===== config.mk =====
export PLATFORM = sky130hd
export DESIGN_NAME = fetch_unit
export DESIGN_NICKNAME = d
export VERILOG_FILES = /design/src/rtl/cpu_pkg.sv /design/src/rtl/fetch_fifo.sv /design/src/rtl/fetch_unit.sv
export SDC_FILE = /design/constraint.sdc
export NUM_CORES = 1
export LEC_CHECK = 0
export CAP_MARGIN = 40
export CORE_MARGIN = 2
export CORE_UTILIZATION = 35
export DETAILED_ROUTE_END_ITERATION = 10
export SETUP_SLACK_MARGIN = 0.05
export SLEW_MARGIN = 20
export SYNTH_ARGS = -nofsm -noshare
export SYNTH_HDL_FRONTEND = slang
export SYNTH_SLANG_ARGS = --single-unit

===== constraint.sdc =====
create_clock -name clk -period 2.2 [get_ports clk]
set_clock_uncertainty 0.05 [all_clocks]
set_input_delay 0.22 -clock clk [delete_from_list [all_inputs] [get_ports clk]]
set_output_delay 0.22 -clock clk [all_outputs]
set_load 0.02 [all_outputs]

===== src/rtl/cpu_pkg.sv =====
// Shared CPU front-end types and constants: opcode, command width, fetch FSM states.
// No logic of its own; latency n/a.
// Backpressure n/a; imported by fetch_unit and its queue.
package cpu_pkg;

  localparam int         CMD_W    = 32;
  localparam logic [5:0] OPC_JUMP = 6'b111111;

  typedef enum logic [1:0] {
    IDLE = 2'd0,
    REQ  = 2'd1,
    HOLD = 2'd2
  } fetch_state_t;

  // True when the command's major opcode is the jump opcode.
  function automatic logic is_jump(input logic [CMD_W-1:0] c);
    return c[CMD_W-1 -: 6] == OPC_JUMP;
  endfunction

endpackage


===== src/rtl/fetch_fifo.sv =====
// Instruction queue: DEPTH-entry circular buffer with wrap-around pointers and a flush.
// Latency: a push is visible at head the cycle after it is written into an empty queue.
// Backpressure: push ignored when full unless a pop frees a slot that cycle; flush beats push/pop.
module fetch_fifo #(
  parameter int DEPTH = 4,
  parameter int WIDTH = 36
) (
  input  logic                       clk,
  input  logic                       rst,
  input  logic                       push,
  input  logic                       pop,
  input  logic                       flush,
  input  logic [WIDTH-1:0]           din,
  output logic                       full,
  output logic                       empty,
  output logic [$clog2(DEPTH):0]     count,
  output logic [WIDTH-1:0]           head
);

  localparam int AW = $clog2(DEPTH);

  logic [WIDTH-1:0] mem [DEPTH];
  logic [AW-1:0]    wr_ptr;
  logic [AW-1:0]    rd_ptr;
  logic             do_push;
  logic             do_pop;

  assign empty   = (count == '0);
  assign full    = (count == (AW+1)'(DEPTH));
  assign do_pop  = pop && !empty;
  assign do_push = push && (!full || do_pop);
  assign head    = mem[rd_ptr];

  // Pointer and occupancy bookkeeping; pointers wrap naturally at DEPTH (power of two).
  always_ff @(posedge clk) begin
    if (rst || flush) begin
      wr_ptr <= '0;
      rd_ptr <= '0;
      count  <= '0;
    end else begin
      if (do_push) wr_ptr <= wr_ptr + 1'b1;
      if (do_pop)  rd_ptr <= rd_ptr + 1'b1;
      count <= count + {{AW{1'b0}}, do_push} - {{AW{1'b0}}, do_pop};
    end
  end

  // Storage write; contents need no reset because occupancy gates visibility.
  always_ff @(posedge clk) begin
    if (do_push) mem[wr_ptr] <= din;
  end

endmodule


===== src/rtl/fetch_unit.sv =====
// Instruction prefetcher: one request in flight to cmd_mem, responses queued for decode.
// Latency: request the cycle after IDLE; queued head valid one cycle after the response.
// Backpressure: no request while the queue is full; FETCH_JUMP_STALL_EN halts on jump opcodes.
module fetch_unit
  import cpu_pkg::*;
#(
  parameter int DEPTH = 4,
  parameter int PC_W  = 4
) (
  input  logic             clk,
  input  logic             rst,
  output logic             in_cmd_mem,
  output logic [PC_W-1:0]  adr_cmd,
  input  logic [CMD_W-1:0] cmd,
  input  logic             out_cmd_mem,
  output logic             fetch_valid,
  output logic [CMD_W-1:0] fetch_cmd,
  output logic [PC_W-1:0]  fetch_pc,
  input  logic             fetch_ready,
  input  logic             jump_valid,
  input  logic [PC_W-1:0]  jump_target,
  output logic             fetch_stalled
);

  localparam int QW = CMD_W + PC_W;
  localparam int CW = $clog2(DEPTH) + 1;

  fetch_state_t    state;
  fetch_state_t    next_state;
  logic [PC_W-1:0] pc;
  logic            accept;
  logic            q_full;
  logic            q_empty;
  logic [CW-1:0]   q_count;
  logic [QW-1:0]   q_head;
  logic [QW-1:0]   last_head;
  logic [QW-1:0]   shown;

  // A response only counts while a request is out; a redirect discards it.
  assign accept = (state == REQ) && out_cmd_mem && !jump_valid;

  fetch_fifo #(.DEPTH(DEPTH), .WIDTH(QW)) u_queue (
    .clk   (clk),
    .rst   (rst),
    .push  (accept),
    .pop   (fetch_ready),
    .flush (jump_valid),
    .din   ({pc, cmd}),
    .full  (q_full),
    .empty (q_empty),
    .count (q_count),
    .head  (q_head)
  );

  // State register.
  always_ff @(posedge clk) begin
    if (rst) state <= IDLE;
    else     state <= next_state;
  end

  // Next-state: issue when room exists, retire on response, redirect overrides all.
  always_comb begin
    next_state = state;
    case (state)
      IDLE: if (!q_full) next_state = REQ;
      REQ: begin
        if (out_cmd_mem) begin
          next_state = IDLE;
`ifdef FETCH_JUMP_STALL_EN
          if (is_jump(cmd)) next_state = HOLD;
`endif
        end
      end
      HOLD:    next_state = HOLD;
      default: next_state = IDLE;
    endcase
    if (jump_valid) next_state = IDLE;
  end

  // Program counter: redirect loads the target, an accepted response advances (wraps).
  always_ff @(posedge clk) begin
    if (rst)             pc <= '0;
    else if (jump_valid) pc <= jump_target;
    else if (accept)     pc <= pc + 1'b1;
  end

  // Remember the last presented head so an empty queue keeps showing it.
  always_ff @(posedge clk) begin
    if (rst) last_head <= '0;
    else     last_head <= shown;
  end

  assign shown       = q_empty ? last_head : q_head;
  assign in_cmd_mem  = (state == REQ);
  assign adr_cmd     = pc;
  assign fetch_valid = (q_count != '0);
  assign fetch_cmd   = shown[CMD_W-1:0];
  assign fetch_pc    = shown[QW-1:CMD_W];

`ifdef FETCH_JUMP_STALL_EN
  assign fetch_stalled = (state == HOLD);
`else
  assign fetch_stalled = 1'b0;
`endif

endmodule


==> results of run 1 <==
power by group through the flow:
stage	Combinational, mW	Sequential [mW]	Clock, mW
3_3_place_gp	0.541	4.10	0
3_5_place_dp	0.550	4.10	0
2_1_floorplan	0.282	4.10	0
5_1_grt	0.642	4.02	3.12
6_report	0.603	4.02	2.90
4_1_cts	0.610	4.02	2.98
state kept, by name, indices dropped and copies added, names as in the netlist, named ones only:
name / count
adr_cmd: 4
last_head: 36
state: 2
u_queue.count: 3
u_queue.mem: 144
u_queue.rd_ptr: 2
u_queue.wr_ptr: 2
logic make-up after synthesis:
| logic type | Yosys count | share of synthesized area (%) |
|---|---|---|
| simple gates | 66 | 5.37 |
| flops | 195 | 71.5 |
| compound gates | 10 | 0.987 |
| buf+inv | 26 | 2.16 |
| xor+xnor | 6 | 0.702 |
| mux | 73 | 17.8 |
| fa+ha+maj | 8 | 1.44 |
| other cells | 1 | 0.0501 |
stage by stage:
stage / area (um^2) / hold slack [ps] / power (mW) / cells / setup slack (ps)
floorplan: 7490 / 269 / 4.38 / 385 / 61.5
global placement: 8900 / 438 / 4.64 / 754 / -254
detailed placement: 8900 / 458 / 4.65 / 754 / -280
CTS: 9710 / 101 / 7.61 / 793 / -120
global route: 9720 / 124 / 7.79 / 795 / -154
finish: 9720 / 117 / 7.52 / 795 / -89.6
final timing paths:
| path | startpoint | endpoint | depth (start not counted) |
|---|---|---|---|
| worst max register to register | u_queue.count[0] | u_queue.count[2] | 10 |
| worst min register to register | u_queue.wr_ptr[0] | u_queue.wr_ptr[0] | 2 |
| worst min-delay path | rst | u_queue.wr_ptr[0] | 4 |
| worst max-delay path | register | fetch_cmd[31] | 5 |
routing by layer:
metal	global-route usage, %	routed length (um)	part of all wire (%)	vias to the layer above
li1	-	-	-	1736
met1	16.5	6120	42	1919
met2	23.4	7640	53	70
met3	3.88	592	4.1	16
met4	4.86	201	1.4	0
met5	0	0	0	-
layout make-up:
class / instances / area, um^2
Clock inverter: 8 / 77.6
Multi-Input combinational cell: 164 / 2050
Fill cell: 1770 / 11300
Sequential cell: 195 / 5360
Tap cell: 275 / 344
Timing Repair Buffer: 121 / 1390
Clock buffer: 24 / 472
Inverter: 8 / 30.0
timing repair:
action | 4_1_cts | 5_1_grt
gates resized for setup | 233 | 6
pin swaps | 3 | 6
setup buffers | 5 | 3
setup endpoints to repair | 38 | 38
gates cloned | 3 | 0
cell usage in the layout (no fill, tap or decap), types with 6 or more instances in the layout:
master,Yosys,routed
sky130_fd_sc_hd__buf_12,0,15
sky130_fd_sc_hd__buf_4,2,15
sky130_fd_sc_hd__buf_6,7,37
sky130_fd_sc_hd__clkbuf_16,0,17
sky130_fd_sc_hd__clkdlybuf4s50_1,0,44
sky130_fd_sc_hd__dfxtp_1,51,46
sky130_fd_sc_hd__edfxtp_1,144,144
sky130_fd_sc_hd__ha_1,7,6
sky130_fd_sc_hd__inv_1,8,7
sky130_fd_sc_hd__mux2_4,29,36
sky130_fd_sc_hd__mux4_2,36,36
sky130_fd_sc_hd__nor2_1,9,9
sky130_fd_sc_hd__nor2b_1,37,37
critical path, stage by stage (launching register included):
cell and delay [ps]:
sky130_fd_sc_hd__dfxtp_4 410, sky130_fd_sc_hd__buf_12 120, sky130_fd_sc_hd__buf_12 120, sky130_fd_sc_hd__mux4_2 530, sky130_fd_sc_hd__mux2_4 290, sky130_fd_sc_hd__buf_6 130
==> results summary, run 1 <==
The flow ran to the end, but the final reports show violations. The final reports fail on negative setup slack. Yosys instantiated no cell more often than sky130_fd_sc_hd__edfxtp_1.

The switching component of the power came out at 1.57 mW. The setup check on the worst reg-to-reg path leaves a slack of 70 ps. Of the total power, registers draw 53.4%. The minimum setup slack in the final design came out at -89.6 ps.

The cell area after synthesis came out at 7480 um^2. The power share of the combinational group came out at 8.0%. The count of TritonRoute iterations in the first routing pass is 4. The clock insertion delay at the later pin of the skew report is 420 ps. The clock passes through at most 2 buffers. The max-slew violation total from the final report is 0. The TritonCTS buffer count is 17. The I/O pin count came out at 84. The share of flip-flops with an asynchronous set or reset is 0%. Setup repair after global routing could not meet its margin everywhere. In this run the worst path has a maximum fanout of 6. The antenna diode count came out at 0. The mean cell area of the mapped netlist is 19.4 um^2. The number of hold buffers added after cts came out at 0. The worst hold path class is in -> reg. Among all flip-flop cells after synthesis, the most frequent one is sky130_fd_sc_hd__edfxtp_1.

The number of distinct standard cells referenced by the synthesized netlist came out at 37. The residual antenna-violating net count after detailed routing came out at 0. The post-detailed-route DRC marker count came out at 0. The first-pass GRT wire length came out at 22.5 mm. The master cell of the clock root buffer is sky130_fd_sc_hd__clkbuf_16. The TritonCTS clock tree is done. The final standard cell utilization of the core came out at 46.2%. The number of hold-slack violations in the final timing report is 0.

The worst setup path is of the reg -> out kind. The iteration-0 DRC count of the detailed router is 170. The commonest cells after synthesis are sky130_fd_sc_hd__edfxtp_1, sky130_fd_sc_hd__dfxtp_1, sky130_fd_sc_hd__nor2b_1. The sequential share of the synthesized area came out at 71.5%. The normalized max-slew margin came out at 57.2%. The count of buffers added on input and output ports is 82. The required time of the critical path is 1930 ps. The final layout contains routed wiring with a total length of 14.5 mm. Global routing finished with a remaining overflow of 0. The smallest clock period supported by the final layout is computed as 2290 ps.

The number of rows in the core area came out at 53. For this configuration, the core starts out at a cell density of 35.6%. The die covers 22600 um^2. The number of sinks handled by clock tree synthesis came out at 195. The portion of the clock cycle consumed by the worst path in the final layout came out at 104%.

The routed wirelength normalized by instance count came out at 18.3 um. The ratio of routed vias to standard cells came out at 4.71. The endpoint arrival time on the critical path came out at 2020 ps. The number of standard cells after synthesis is 385. The largest voltage drop on the vdd net came out at 0.520 mV.

The initial antenna violation count came out at 0. The H-tree level count is 4. The y dimension of the die is 150 um. The internal cell power came out at 5.95 mW. Of the post-synthesis cell area, the dominant cell type holds 57.8%. The congestion estimate from routability-driven global placement came to 0.711. The via count of the first global-routing pass came to 4045. The maximum clock frequency came out at 437 MHz. The growth of design area from synthesis to finish came out at 30.0%. The aggregate negative setup slack is -1080 ps. The post-route netlist has 37.1% of its cells at a drive strength greater than 1. The power density relative to cell area came out at 773 nW/um^2. STA classifies the critical path startpoint as a register. The clock network fraction of design power came out at 38.5%. Summed over all instances, the cell type with the most area after synthesis is sky130_fd_sc_hd__edfxtp_1. The post-synthesis sequential element count came out at 195. The number of warnings reported in the yosys synthesis log is 0. The share of total power consumed by net switching is 20.9%. The total via count in the routed design came out at 3741. Across the run, the number of max-cap violations was 0. The number of nets in the synthesized netlist came out at 434. The core outline area came out at 21000 um^2.

Sorting the synthesized cells by area gives the leading types as sky130_fd_sc_hd__edfxtp_1, sky130_fd_sc_hd__dfxtp_1, sky130_fd_sc_hd__mux4_2. The width of the chip is 150 um. The worst setup path is captured at an output pin.

The maximum number of pins on one net before global-route repair is 41. After clock tree synthesis, the clock-pin slew on the worst setup and hold paths is 70 ps. The half-perimeter wire length after placement is 8.71 mm.

The number of synthesized flops with an enable pin came out at 144. The final-stage net count came out at 556. The total setup violations reported at the end of the flow is 29. The static leakage power is 3.36 nW. Across every metal layer, demand over resource in global routing totals 13.6%. The slew at the pin closest to its max-slew limit came out at 634 ps.
Power figures use the tool's default switching activity.
==> run 2: changes to the inputs <==
- MAX_ROUTING_LAYER: not set -> met4
==> results summary, run 2 (synthesis gave the netlist of run 1 again) <==
The I/O pin count is 84 (unchanged). The initial antenna violation count is 0 (unchanged). The total setup violations reported at the end of the flow is 30 (+3.4%).

The worst hold slack across all endpoints is 115 ps (-2.29 ps). The clock transition at the registers of the reported paths came out at 70 ps (about the same). The slew at the pin closest to its max-slew limit was 633 ps (-1.48 ps). The TritonCTS buffer count is 17 (unchanged).

The number of port buffers is 82 (unchanged). The overall routed net length is 14.5 mm (-0.16%). The half-perimeter wire length after placement came to 8.71 mm (unchanged).

The post-detailed-route DRC marker count came out at 0 (unchanged). The final reports fail on negative setup slack. The ratio of routed vias to standard cells came out at 4.68 (-0.64%). The top cell family by delay on the critical path is multiplexers. The number of rows in the core area came out at 53 (unchanged). The worst slack after detailed placement is -280 ps (unchanged).

The endpoint arrival time on the critical path is 2020 ps (about the same). The antenna diode count came out at 0 (unchanged). The overall fraction of global-route tracks in use came out at 14.1% (+0.45 points). The flow ran to the end, but the final reports show violations. The power density relative to cell area came to 773 nW/um^2 (about the same). Setup repair after global routing could not meet its margin everywhere. The maximum clock frequency is 437 MHz (about the same). The count of TritonRoute iterations in the first routing pass is 4 (unchanged). The total buffers and inverters traversed by the critical path was 3 (unchanged).

The post-layout instance count excluding filler cells is 795 (unchanged). The normalized max-slew margin is 57.3% (+0.10 points). The post-route minimum period came to 2290 ps (+1.05 ps). The largest voltage drop on the vdd net was 0.525 mV (+1.0%). The critical path goes through buf_12, buf_12, mux4_2, mux2_4, buf_6. The number of hold-slack violations in the final timing report is 0 (unchanged). The maximum number of pins on one net before global-route repair came out at 41 (unchanged). The power share of the sequential group is 53.5% (about the same).

The portion of the clock cycle consumed by the worst path in the final layout came to 104% (about the same). The H-tree level count is 4 (unchanged). The final standard cell utilization of the core is 46.2% (unchanged). The minimum setup slack in the final design is -90.7 ps (-1.05 ps). The number of sinks handled by clock tree synthesis came out at 195 (unchanged). STA classifies the critical path startpoint as a register.

The area of the die is 22600 um^2 (unchanged). The y dimension of the die came out at 150 um (unchanged). The largest fanout on the critical path came to 6 (unchanged). TritonCTS built the clock tree. The internal cell power came out at 5.95 mW (about the same).

The core outline area was 21000 um^2 (unchanged). Among the stages of the critical path, the cell type that occurs most often is sky130_fd_sc_hd__buf_12. The growth of design area from synthesis to finish was 30.0% (unchanged).

The flip-flop count of the largest register after layout is 144 (unchanged). On the critical path, the stage with the largest delay is an instance of sky130_fd_sc_hd__mux4_2. The root buffer cell chosen for the clock tree is sky130_fd_sc_hd__clkbuf_16. The static leakage power is 3.36 nW (unchanged). The clock insertion delay at the later pin of the skew report is 430 ps (about the same). The aggregate negative setup slack came out at -1100 ps (-20.8 ps). The maximum root-to-sink buffer count came to 2 (unchanged). The share of total power consumed by net switching is 20.8% (about the same). The via count of the first global-routing pass came out at 4045 (unchanged). The required time of the critical path is 1930 ps (about the same). The residual antenna-violating net count after detailed routing came out at 0 (unchanged). The clock network fraction of design power came out at 38.5% (about the same).

The final-stage net count came out at 556 (unchanged). The first-pass GRT wire length came to 22.5 mm (about the same). The delay of the slowest cell on the worst path came out at 530 ps (about the same). Leaving out fill and tap cells, the most frequent cell in the layout is sky130_fd_sc_hd__edfxtp_1. The share of layout cells above drive strength 1 is 37.1% (unchanged). The worst hold path class is in -> reg. The post-placement cell count came out at 754 (unchanged). The initial cell density of the core is 35.6% (unchanged).

The worst setup path is of the reg -> out kind. In this run the most critical hold path is launched from rst. The start of the worst register-to-register path is u_queue.count[0]. The max-cap violation count came to 0 (unchanged).

The iteration-0 DRC count of the detailed router came to 216 (+27%). The total via count in the routed design is 3717 (-0.64%). The routed wirelength normalized by instance count came out at 18.3 um (-0.16%). The worst setup path is captured at an output pin. The remaining global-route overflow was 0 (unchanged). The final estimated routing congestion in global placement came out at 0.719 (+1.1%). The power share of the combinational group came out at 8.0% (about the same).

In the layout the commonest cells are sky130_fd_sc_hd__edfxtp_1, sky130_fd_sc_hd__dfxtp_1, sky130_fd_sc_hd__clkdlybuf4s50_1. The switching component of the power is 1.57 mW (-0.10%). The max-slew violation total from the final report is 0 (unchanged). The width of the chip came out at 150 um (unchanged). The register with the most flip-flops in the final layout is u_queue.mem.
==> run 2: stage by stage <==
stage               total power, mW  cell area, um^2
finish                         7.52             9720
global route                   7.79             9720
CTS                            7.61             9710
detailed placement             4.65             8900
global placement               4.64             8900
floorplan                      4.38             7490
==> run 2: worst register-to-register path, cell delays in order, from the launching register on <==
cell,delay [ps]
sky130_fd_sc_hd__dfxtp_4,370
sky130_fd_sc_hd__buf_6,120
sky130_fd_sc_hd__o31ai_4,220
sky130_fd_sc_hd__inv_1,80
sky130_fd_sc_hd__ha_1,290
sky130_fd_sc_hd__inv_2,40
sky130_fd_sc_hd__ha_4,150
sky130_fd_sc_hd__fa_2,350
sky130_fd_sc_hd__xnor2_2,140
sky130_fd_sc_hd__xnor2_1,150
sky130_fd_sc_hd__nor2_1,50
==> run 2: area by class of cell <==
cell class,count,area (um^2)
clock buffer,24,472
timing repair buffer,121,1390
multi-input combinational,164,2050
sequential,195,5360
fill,1770,11300
inverter,8,30.0
clock inverter,8,77.6
tap,275,344
==> run 2: metal layers <==
| layer | vias to the layer above | global-route usage [%] | share of wire (%) |
|---|---|---|---|
| li1 | 1737 | - | - |
| met1 | 1896 | 16.7 | 42 |
| met2 | 69 | 23.3 | 53 |
| met3 | 15 | 3.55 | 3.6 |
| met4 | 0 | 5.28 | 1.6 |
| met5 | - | - | 0 |
==> run 2: power groups by stage <==
stage | sequential, mW | clock (mW) | combinational (mW)
5_1_grt | 4.02 | 3.13 | 0.642
4_1_cts | 4.02 | 2.98 | 0.610
6_report | 4.02 | 2.90 | 0.603
2_1_floorplan | 4.10 | 0 | 0.282
3_3_place_gp | 4.10 | 0 | 0.541
3_5_place_dp | 4.10 | 0 | 0.550
==> run 2: final timing paths <==
| path | slack (ps) | depth (start not counted) | end |
|---|---|---|---|
| min reg2reg | 470 | 2 | u_queue.wr_ptr[0] |
| max reg2reg | 70 | 10 | u_queue.count[2] |
| min | 110 | 4 | u_queue.wr_ptr[0] |
| max | -90 | 5 | fetch_cmd[31] |
==> run 2: what timing repair did <==
item,in CTS,in global routing
hold buffers,0,0
pin swaps,3,6
cloned,3,0
resized for setup,233,6
setup buffers,5,3
endpoints found under the setup margin,38,38
==> run 3: changes to the inputs <==
- CORE_UTILIZATION: 35 -> 50
- PLACE_DENSITY: not set -> 0.75
==> results summary, run 3 (synthesis gave the netlist of run 1 again) <==
The startpoint kind of the worst setup timing path is a register. The power density relative to cell area is 767 nW/um^2 (-0.82%). The initial antenna violation count came out at 0 (unchanged). The wire length on met3 is 700 um (+34%). The max-cap violation count came out at 0 (unchanged). The normalized max-slew margin came out at 67.2% (+9.9 points). The min-delay analysis places its worst path in the category in -> reg. The delay of the slowest cell on the worst path is 530 ps (about the same). The detailed route wirelength on metal2 is 6.73 mm (-12%).

The static leakage power came out at 3.30 nW (-1.7%). The number of rows in the core area came out at 44 (-17%). The run finished, with violations left. Relative to the synthesized area, the layout overhead comes to 27.3%. The ratio of routed vias to standard cells is 5.34 (+14%).

The residual antenna-violating net count after detailed routing came out at 0 (unchanged). The I/O pin count is 84 (unchanged). Setup repair after global routing could not meet its margin everywhere. The clock transition at the registers of the reported paths came out at 60 ps (about the same). The aggregate negative setup slack is -635 ps (+467 ps). The post-route minimum period came out at 2260 ps (-26.9 ps). The final-stage net count was 553 (-0.54%). The TritonCTS buffer count is 17 (unchanged).

The area of the die came out at 16000 um^2 (-29%). The area occupied by multi-input gates is 2050 um^2 (unchanged). The antenna diode count was 0 (unchanged). The flip-flop count of the largest register after layout is 144 (unchanged).

The critical path goes through buf_12, mux4_2, mux2_4, buf_6. The via count of the first global-routing pass was 4019 (-0.64%). The endpoint arrival time on the critical path came out at 1990 ps (-30 ps).

The topmost layer with routed signal wires is met4. The library cell used most frequently in the layout, excluding fill and tap cells, is sky130_fd_sc_hd__edfxtp_1. The slew at the pin closest to its max-slew limit came out at 485 ps (-147 ps). The minimum setup slack in the final design is -63.8 ps (+26.9 ps). Ranked by flip-flop count, first place goes to u_queue.mem. The total via count in the routed design came out at 3746 (+0.78%).

The maximum clock frequency is 442 MHz (+1.2%). The maximum number of pins on one net before global-route repair is 36 (-12%). The worst slack after detailed placement is -281 ps (-1.18 ps).

The number of port buffers was 82 (unchanged). On the critical path the largest part of the delay comes from multiplexers. In the layout the commonest cells are sky130_fd_sc_hd__edfxtp_1, sky130_fd_sc_hd__dfxtp_1, sky130_fd_sc_hd__clkdlybuf4s50_1. The routed wirelength normalized by instance count came out at 19.3 um (+5.4%). The summed area of non-filler cells in the final layout is 9530 um^2 (-2.0%). The number of hold-slack violations in the final timing report came out at 0 (unchanged). The largest voltage drop on the vdd net came out at 0.545 mV (+3.9%). The worst setup path is captured at an output pin. The initial cell density of the core is 51.3% (+16 points). The overall fraction of global-route tracks in use came to 18.5% (+4.4 points). The maximum root-to-sink buffer count is 2 (unchanged).

The iteration-0 DRC count of the detailed router is 238 (+10%). The total setup violations reported at the end of the flow is 33 (+10%). The share of layout cells above drive strength 1 is 36.0% (-1.1 points). The first-pass GRT wire length is 21.4 mm (-5.2%).

The count of TritonRoute iterations in the first routing pass was 4 (unchanged). The portion of the clock cycle consumed by the worst path in the final layout is 103% (-1.2 points). The number of sinks handled by clock tree synthesis was 195 (unchanged). The half-perimeter wire length after placement came out at 8.08 mm (-7.2%).

The wire length on met1 is 5.92 mm (-3.0%). The checks that failed: negative setup slack. The width of the chip came out at 126 um (-16%). TritonCTS built the clock tree.

The post-detailed-route DRC marker count came to 0 (unchanged). The clock insertion delay at the later pin of the skew report is 430 ps (about the same). The total area of sequential cells is 5360 um^2 (unchanged).

The slowest stage of the critical path belongs to the cell sky130_fd_sc_hd__mux4_2. The total buffers and inverters traversed by the critical path is 2 (-1). The max-slew violation total from the final report came out at 0 (unchanged).

The largest fanout on the critical path came out at 6 (unchanged). The core outline area is 14600 um^2 (-31%). The H-tree level count came out at 4 (unchanged). The final estimated routing congestion in global placement was 0.751 (+4.4%). The fill cell instance count of the final layout came out at 969 (-45%). The remaining global-route overflow came out at 0 (unchanged). The y dimension of the die came out at 126 um (-16%). The master cell of the clock root buffer is sky130_fd_sc_hd__clkbuf_16. The post-detailed-placement cell area is 8770 um^2 (-1.4%). The critical path is of the reg -> out type. The overall routed net length came out at 13.5 mm (-7.0%).

The total power draw came out at 7.31 mW (-2.8%). The required time of the critical path came out at 1930 ps (about the same).
-- run 3: changes by cell type in the layout (fill, tap and decap cells not counted), sizes merged --
cell | previous run | this run
bufinv | 1 | 0
clkbuf | 24 | 23
clkinvlp | 1 | 2
inv | 11 | 9
dlygate4sd3 | 0 | 1
clkinv | 3 | 6
buf | 76 | 72
-- run 3: report_power, final --
group          switching, mW  leakage [nW]  internal, mW  total [mW]
combinational          0.264          1.34         0.332       0.596
sequential            0.0271          1.72          3.99        4.02
clock                   1.25         0.241          1.44        2.69
total                   1.54          3.30          5.76        7.31
-- run 3: layer usage --
layer | up-vias | global-route usage, %
met5 | - | -
met4 | 0 | 6.27
met3 | 14 | 5.19
met2 | 82 | 28.9
met1 | 1913 | 23.7
li1 | 1737 | -
-- run 3: final cells by class --
class                      count  share of cell area, %
inverter                       8                  0.315
multi-input combinational    164                   21.6
timing repair buffer         118                   14.2
tap                          184                   2.42
sequential                   195                   56.2
clock buffer                  23                   4.70
clock inverter                 9                  0.617
-- run 3: what timing repair did --
action	CTS	global route
pin swaps	4	4
endpoints found under the hold margin	4	0
gates resized for setup	241	6
buffers inserted	5	1
setup endpoints to repair	38	37
gates cloned	3	0
hold buffers	1	0
-- run 3: worst reg2reg max path: cells and delay by family (launching register included) --
family / cells / cell delay (ps)
AND/OR/NAND/NOR: 3 / 680
flip-flops: 1 / 340
adder cells (fa/ha/maj): 2 / 500
buffers and inverters: 1 / 120
XOR/XNOR: 2 / 290
-- run 3: final timing paths --
kind | from | end | slack [ps] | cells after the start
worst max-delay path | register | fetch_pc[3] | -60 | 4
worst min-delay path | jump_target[0] | adr_cmd[0] | 330 | 3
worst max register to register | u_queue.count[2] | u_queue.count[2] | 110 | 8
worst min register to register | u_queue.wr_ptr[0] | u_queue.wr_ptr[0] | 460 | 2
-- run 3: through the flow --
stage / hold slack [ps] / cells / util (%)
6_report: 333 / 701 / 65.3
5_1_grt: 329 / 701 / 65.3
4_1_cts: 316 / 702 / 65.5
3_5_place_dp: 450 / 661 / 60.1
3_3_place_gp: 434 / 661 / 60.1
2_1_floorplan: 269 / 385 / -
